[config.mk]
export PLATFORM = sky130hd
export DESIGN_NAME = frame_update_sequencer
export DESIGN_NICKNAME = d
export VERILOG_FILES = /design/src/rtl/frame_update_sequencer.sv
export SDC_FILE = /design/constraint.sdc
export NUM_CORES = 1
export LEC_CHECK = 0
export CAP_MARGIN = 20
export CELL_PAD_IN_SITES_DETAIL_PLACEMENT = 1
export CELL_PAD_IN_SITES_GLOBAL_PLACEMENT = 1
export CORE_AREA = 2 2 71 73
export CTS_CLUSTER_SIZE = 16
export DETAILED_ROUTE_END_ITERATION = 6
export DIE_AREA = 0 0 73 75
export PLACE_DENSITY_LB_ADDON = 0.1
export RECOVER_POWER = 100
export SKIP_CTS_REPAIR_TIMING = 1
export SLEW_MARGIN = 20
export SYNTH_ARGS = -nofsm -noshare
export SYNTH_HDL_FRONTEND = slang
export SYNTH_SLANG_ARGS = --single-unit
[constraint.sdc]
create_clock -name clk -period 2.18 [get_ports clk]
set_input_delay 0.327 -clock clk [delete_from_list [all_inputs] [get_ports clk]]
set_output_delay 0.327 -clock clk [all_outputs]
set_load 0.005 [all_outputs]
[src/rtl/frame_update_sequencer.sv]
// frame_update_sequencer: per-frame scheduler for the game-object update datapath.
// Each frame, started by a rising edge of nextFrame, it either rebuilds the brick table
// (one brick per cycle) or issues a motion strobe and then scans the object table one
// entry per cycle, stopping at the first entry the ball reflects off.
// Ports:
//   clk, rst (async, active-low)
//   nextFrame, initReq                     frame start and init request
//   objIdx -> / objTag, hit <-             combinational table read / ball-hit result
//   motionEn                               motion strobe
//   wrEn, wrKind, wrIdx, brickRow, brickCol table write (null tag or brick init)
//   physEn, physHit, physIdx               reflection strobe and its source entry
//   busy, done, bricksLeft, clearedAll, overrun  status
module frame_update_sequencer #(
    parameter int OBJ_MAX    = 37,
    parameter int IDX_W      = 6,
    parameter int TAG_W      = 2,
    parameter int BRICK_BASE = 5,
    parameter int BRICK_ROWS = 4,
    parameter int BRICK_COLS = 8
) (
    input  logic             clk,
    input  logic             rst,
    input  logic             nextFrame,
    input  logic             initReq,
    output logic [IDX_W-1:0] objIdx,
    input  logic [TAG_W-1:0] objTag,
    input  logic [1:0]       hit,
    output logic             motionEn,
    output logic             wrEn,
    output logic             wrKind,
    output logic [IDX_W-1:0] wrIdx,
    output logic [1:0]       brickRow,
    output logic [2:0]       brickCol,
    output logic             physEn,
    output logic [1:0]       physHit,
    output logic [IDX_W-1:0] physIdx,
    output logic             busy,
    output logic             done,
    output logic [5:0]       bricksLeft,
    output logic             clearedAll,
    output logic             overrun
);
    typedef enum logic [2:0] {IDLE, INIT, MOTION, SCAN, DONE} state_t;

    localparam logic [TAG_W-1:0] TAG_NULL  = TAG_W'(0);
    localparam logic [TAG_W-1:0] TAG_BALL  = TAG_W'(2);
    localparam logic [TAG_W-1:0] TAG_BRICK = TAG_W'(3);

    state_t           state;
    logic             nf_q;
    logic             edge_q;
    logic [IDX_W-1:0] idx;
    logic [1:0]       row;
    logic [2:0]       col;
    logic             inited;
    logic             live;
    logic             brk;

    // Null and ball entries never reflect the ball, whatever hit says.
    assign live = (state == SCAN) && objTag != TAG_NULL && objTag != TAG_BALL && hit != 2'b00;
    assign brk  = live && objTag == TAG_BRICK;

    assign objIdx     = (state == SCAN) ? idx : '0;
    assign motionEn   = state == MOTION;
    assign wrEn       = (state == INIT) | brk;
    assign wrKind     = state == INIT;
    assign wrIdx      = (state == INIT) ? IDX_W'(BRICK_BASE + int'(row) * BRICK_COLS + int'(col)) :
                        brk ? idx : '0;
    assign brickRow   = (state == INIT) ? row : '0;
    assign brickCol   = (state == INIT) ? col : '0;
    assign physEn     = live;
    assign physHit    = live ? hit : 2'b00;
    assign physIdx    = live ? idx : '0;
    assign busy       = state != IDLE;
    assign done       = state == DONE;
    assign clearedAll = inited && bricksLeft == 6'd0;

    always_ff @(posedge clk or negedge rst) begin
        if (!rst) begin
            state      <= IDLE;
            nf_q       <= 1'b1;  // a level already high at reset release is not an edge
            edge_q     <= 1'b0;
            idx        <= '0;
            row        <= '0;
            col        <= '0;
            bricksLeft <= '0;
            inited     <= 1'b0;
            overrun    <= 1'b0;
        end else begin
            nf_q   <= nextFrame;
            edge_q <= nextFrame & ~nf_q;
            if (edge_q && state != IDLE)
                overrun <= 1'b1;
            case (state)
                IDLE: if (edge_q) begin
                    row   <= '0;
                    col   <= '0;
                    state <= initReq ? INIT : MOTION;
                end
                INIT: if (col == 3'(BRICK_COLS - 1)) begin
                    col <= '0;
                    if (row == 2'(BRICK_ROWS - 1)) begin
                        bricksLeft <= 6'(BRICK_ROWS * BRICK_COLS);
                        inited     <= 1'b1;
                        state      <= DONE;
                    end else
                        row <= row + 2'd1;
                end else
                    col <= col + 3'd1;
                MOTION: begin
                    idx   <= '0;
                    state <= SCAN;
                end
                SCAN: if (live) begin
                    if (brk && bricksLeft != 6'd0)
                        bricksLeft <= bricksLeft - 6'd1;
                    state <= DONE;
                end else if (idx == IDX_W'(OBJ_MAX - 1))
                    state <= DONE;
                else
                    idx <= idx + 1'b1;
                DONE: state <= IDLE;
                default: state <= IDLE;
            endcase
        end
    end
endmodule

==> results of run 1 <==
## worst min path at each step
stage | startpoint | end | slack, ns | cells past startpoint
after floorplan | rst | bricksLeft[0] | 0.03 | 0
after global placement | inited | inited | 0.43 | 2
after detailed placement | inited | inited | 0.44 | 2
after CTS | rst | bricksLeft[3] | 0.42 | 2
after global routing | overrun | overrun | 0.49 | 1
final | overrun | overrun | 0.46 | 1
## placed cells by master, fill, tap and decap left out, types with 6 or more instances in the layout
cell type,netlist,routed
dfrtp_1,23,22
nand2_1,20,20
clkdlybuf4s50_1,0,18
dlymetal6s2s_1,0,17
buf_4,0,16
and2_1,9,9
nor2_1,9,9
dlygate4sd3_1,0,9
inv_1,10,8
ha_1,7,7
and3_1,6,6
## logic make-up (layout without fill, tap and decap cells)
logic type,after synthesis,in the layout,synth area share
flip-flops,24,24,0.387
multiplexers,3,3,0.0193
XOR/XNOR,5,5,0.0282
buffers and inverters,19,82,0.0619
AO/OA/AOI/OAI,30,30,0.149
AND/OR/NAND/NOR,82,82,0.298
adder cells (fa/ha/maj),7,7,0.0563
## metrics by stage
stage,hold slack (ns),setup WS [ns],area (um2),instances
4_1_cts,0.420,-0.170,2200,281
3_5_place_dp,0.438,-0.126,2140,277
5_1_grt,0.487,-0.00831,2290,287
6_report,0.462,0.0256,2290,287
2_1_floorplan,0.0314,0.411,1560,170
3_3_place_gp,0.431,-0.113,2140,277
## sequential cells by signal, indices dropped and copies added (netlist names)
signal	count
row	2
inited	1
col	3
overrun	1
nf_q	1
bricksLeft	6
state	3
idx	6
edge_q	1
## per-layer routing
layer / GRT usage / up-vias / part of all wire
met5: 0 / - / 0
met4: 0.0658 / 0 / 0.013
met3: 0.0214 / 5 / 0.030
met2: 0.315 / 34 / 0.51
met1: 0.222 / 718 / 0.44
li1: - / 721 / -
## Yosys cell counts (all sizes together) (2+ instances only)
master | count | area (um2)
mux2i | 3 | 30.0
a21o | 2 | 15.0
o21ai | 10 | 50.1
o31ai | 4 | 30.0
a21oi | 3 | 15.0
xnor2 | 4 | 35.0
nor3b | 2 | 15.0
clkbuf | 3 | 11.3
inv | 11 | 41.3
nor4 | 2 | 12.5
nand3b | 2 | 15.0
nor3 | 4 | 20.0
nor2 | 9 | 33.8
dfrtp | 23 | 576
nand3 | 5 | 25.0
nand4 | 2 | 12.5
ha | 7 | 87.6
and3 | 11 | 78.8
or2 | 3 | 18.8
nand2 | 20 | 75.1
nand2b | 2 | 12.5
o211ai | 2 | 15.0
or3 | 5 | 32.5
and2 | 9 | 56.3
buf | 5 | 43.8
## layout make-up
| cell class | instances | area share |
|---|---|---|
| Clock buffer | 4 | 0.0240 |
| Timing Repair Buffer | 67 | 0.292 |
| Tap cell | 54 | 0.0295 |
| Sequential cell | 24 | 0.263 |
| Inverter | 11 | 0.0191 |
| Multi-Input combinational cell | 127 | 0.372 |
## report_power, final
| group | internal [W] | leakage, nW | switching, W |
|---|---|---|---|
| sequential | 0.000563 | 0.309 | 0.000140 |
| combinational | 0.000650 | 0.946 | 0.000568 |
| clock | 0.000162 | 0.0288 | 0.000150 |
| total | 0.00138 | 1.28 | 0.000858 |
==> results_tabular.tex, run 1 <==
\begin{tabular}{lr}
\hline
Metric & Value \\
\hline
\multicolumn{2}{l}{\textbf{Pwr}} \\
Worst IR Drop VDD & 0.000426 V \\
Overall Power & 0.00223 W \\
Leakage power & 1.28 nW \\
P per Cell Area & 975 mW/mm2 \\
\multicolumn{2}{l}{\textbf{GRT}} \\
Number of global-route vias before repair & 1555 \\
Overall track demand over capacity in global routing & 0.178 \\
Initial antenna violation count & 0 \\
Pin count of the biggest net entering global routing & 25 \\
Total gr overflow & 0 \\
Wire length of the first global-routing pass & 7.43 mm \\
\multicolumn{2}{l}{\textbf{Route}} \\
Drt wl/cell & 16.1 um \\
Antenna viol nets, final & 0 \\
Via count & 1478 \\
DRC viols & 0 \\
Detailed-route vias per instance & 5.15 \\
Starting DRT DRC Count & 38 \\
Detailed Routing Iterations Pass 1 & 4 \\
Post-detailed-routing wire length & 4.62 mm \\
\multicolumn{2}{l}{\textbf{Floorplan}} \\
Area inside the core boundary & 0.00466 mm2 \\
Floorplan die height & 75 um \\
Starting utilization of the core area & 0.334 \\
Number of placement rows & 25 \\
Ports & 47 \\
Total die area & 0.00548 mm2 \\
DIE WIDTH & 73 um \\
\multicolumn{2}{l}{\textbf{Setup path}} \\
Slowest CP cell & clkdlybuf4s50\_1 \\
Dominant delay contributor by cell family on the critical path & buffers and inverters \\
Reg2reg start & bricksLeft[2] \\
Cell seen most often among critical-path stages & clkdlybuf4s50\_1 \\
Crit path capture type & output pin \\
Crit path cell chain & clkdlybuf4s50\_1, o21a\_2, buf\_4, buf\_8, and3\_1, clkdlybuf4s50\_1 \\
Crit-path max FO & 5 \\
Arrival time reported for the critical path endpoint & 1.83 ns \\
Critical register-to-register path endpoint & bricksLeft[0] \\
Peak per-stage delay on the critical path & 0.44 ns \\
R2r worst-path depth & 5 \\
Nature of the critical path startpoint & input port \\
Critical path buffers and inverters & 4 \\
Cell count along the critical path & 6 \\
Last element of the critical path & physIdx[2] \\
Category of the most critical setup path & in -> out \\
Origin of the worst setup path & hit[1] \\
Reg-to-reg slack, setup & 0.31 ns \\
Data required time of the critical path & 1.85 ns \\
\multicolumn{2}{l}{\textbf{Synthesis}} \\
Sequential fraction of the synthesis area & 0.387 \\
Register bit count reported by yosys & 24 \\
Net count after synthesis & 185 \\
Async set-or-reset flop fraction in the synthesized netlist & 1.00 \\
Average footprint of a synthesized cell & 9.15 um2 \\
Number of warnings printed during yosys synthesis & 0 \\
Netlist cell types & 47 \\
Post-synthesis cell count & 170 \\
Number of enable-type register cells in the synthesized netlist & 0 \\
Area of the mapped netlist & 0.00156 mm2 \\
Commonest register cell after synthesis & dfrtp\_1 \\
\multicolumn{2}{l}{\textbf{Cells and area}} \\
Share of layout cells above drive strength 1 & 0.189 \\
Synthesis-to-finish area growth & 47.3\% \\
Core occupancy in the finished layout & 0.492 \\
Fill cell count & 546 \\
Sequential cell area & 603 um2 \\
Combined area of the multi-input logic cells & 853 um2 \\
Final net count & 249 \\
Antenna diodes & 0 \\
\multicolumn{2}{l}{\textbf{Timing}} \\
Aggregate negative setup slack & 0 ns \\
Number of endpoints with negative hold slack in the final report & 0 \\
Worst-margin pin slew & 1.34 ns \\
Slew margin rel. & 0.106 \\
Clk\_skew & 0.00682 ns \\
Number of max-slew violations in the final report & 0 \\
Highest Clock Rate & 464 MHz \\
Final setup fails & 0 \\
Min Clock Period, post-route & 2.15 ns \\
Post-route clock period utilization & 0.988 \\
\multicolumn{2}{l}{\textbf{Place}} \\
Post-DP HPWL & 3.49 mm \\
Port Buf Inserts & 46 \\
Last weighted congestion value of the routability-driven placer & 0.753 \\
\multicolumn{2}{l}{\textbf{Run}} \\
Maximum Capacitance Violations & 0 \\
\multicolumn{2}{l}{\textbf{CTS}} \\
Max clock buf depth & 2 \\
CTS root buffer & clkbuf\_8 \\
TritonCTS clock tree & done \\
Clock insertion delay at the later pin of the skew report & 0.27 ns \\
CTS buffer count & 3 \\
Deepest level of the CTS H-tree & 1 \\
Clock transition at the registers of the reported paths & 0.08 ns \\
Sinks on the clock net & 24 \\
\multicolumn{2}{l}{\textbf{Hold path}} \\
Path class of the lowest-slack min-delay path & reg -> reg \\
\multicolumn{2}{l}{\textbf{Run status}} \\
Run status & complete, no violations \\
\hline
\end{tabular}
Note: power is estimated with default switching activity, not from simulation.
==> run 2: changes to the inputs <==
Settings changed: CTS_CLUSTER_SIZE 16 to 10.
==> results of run 2 <==
Final layout, timing and power as in run 1 (identical DEF).
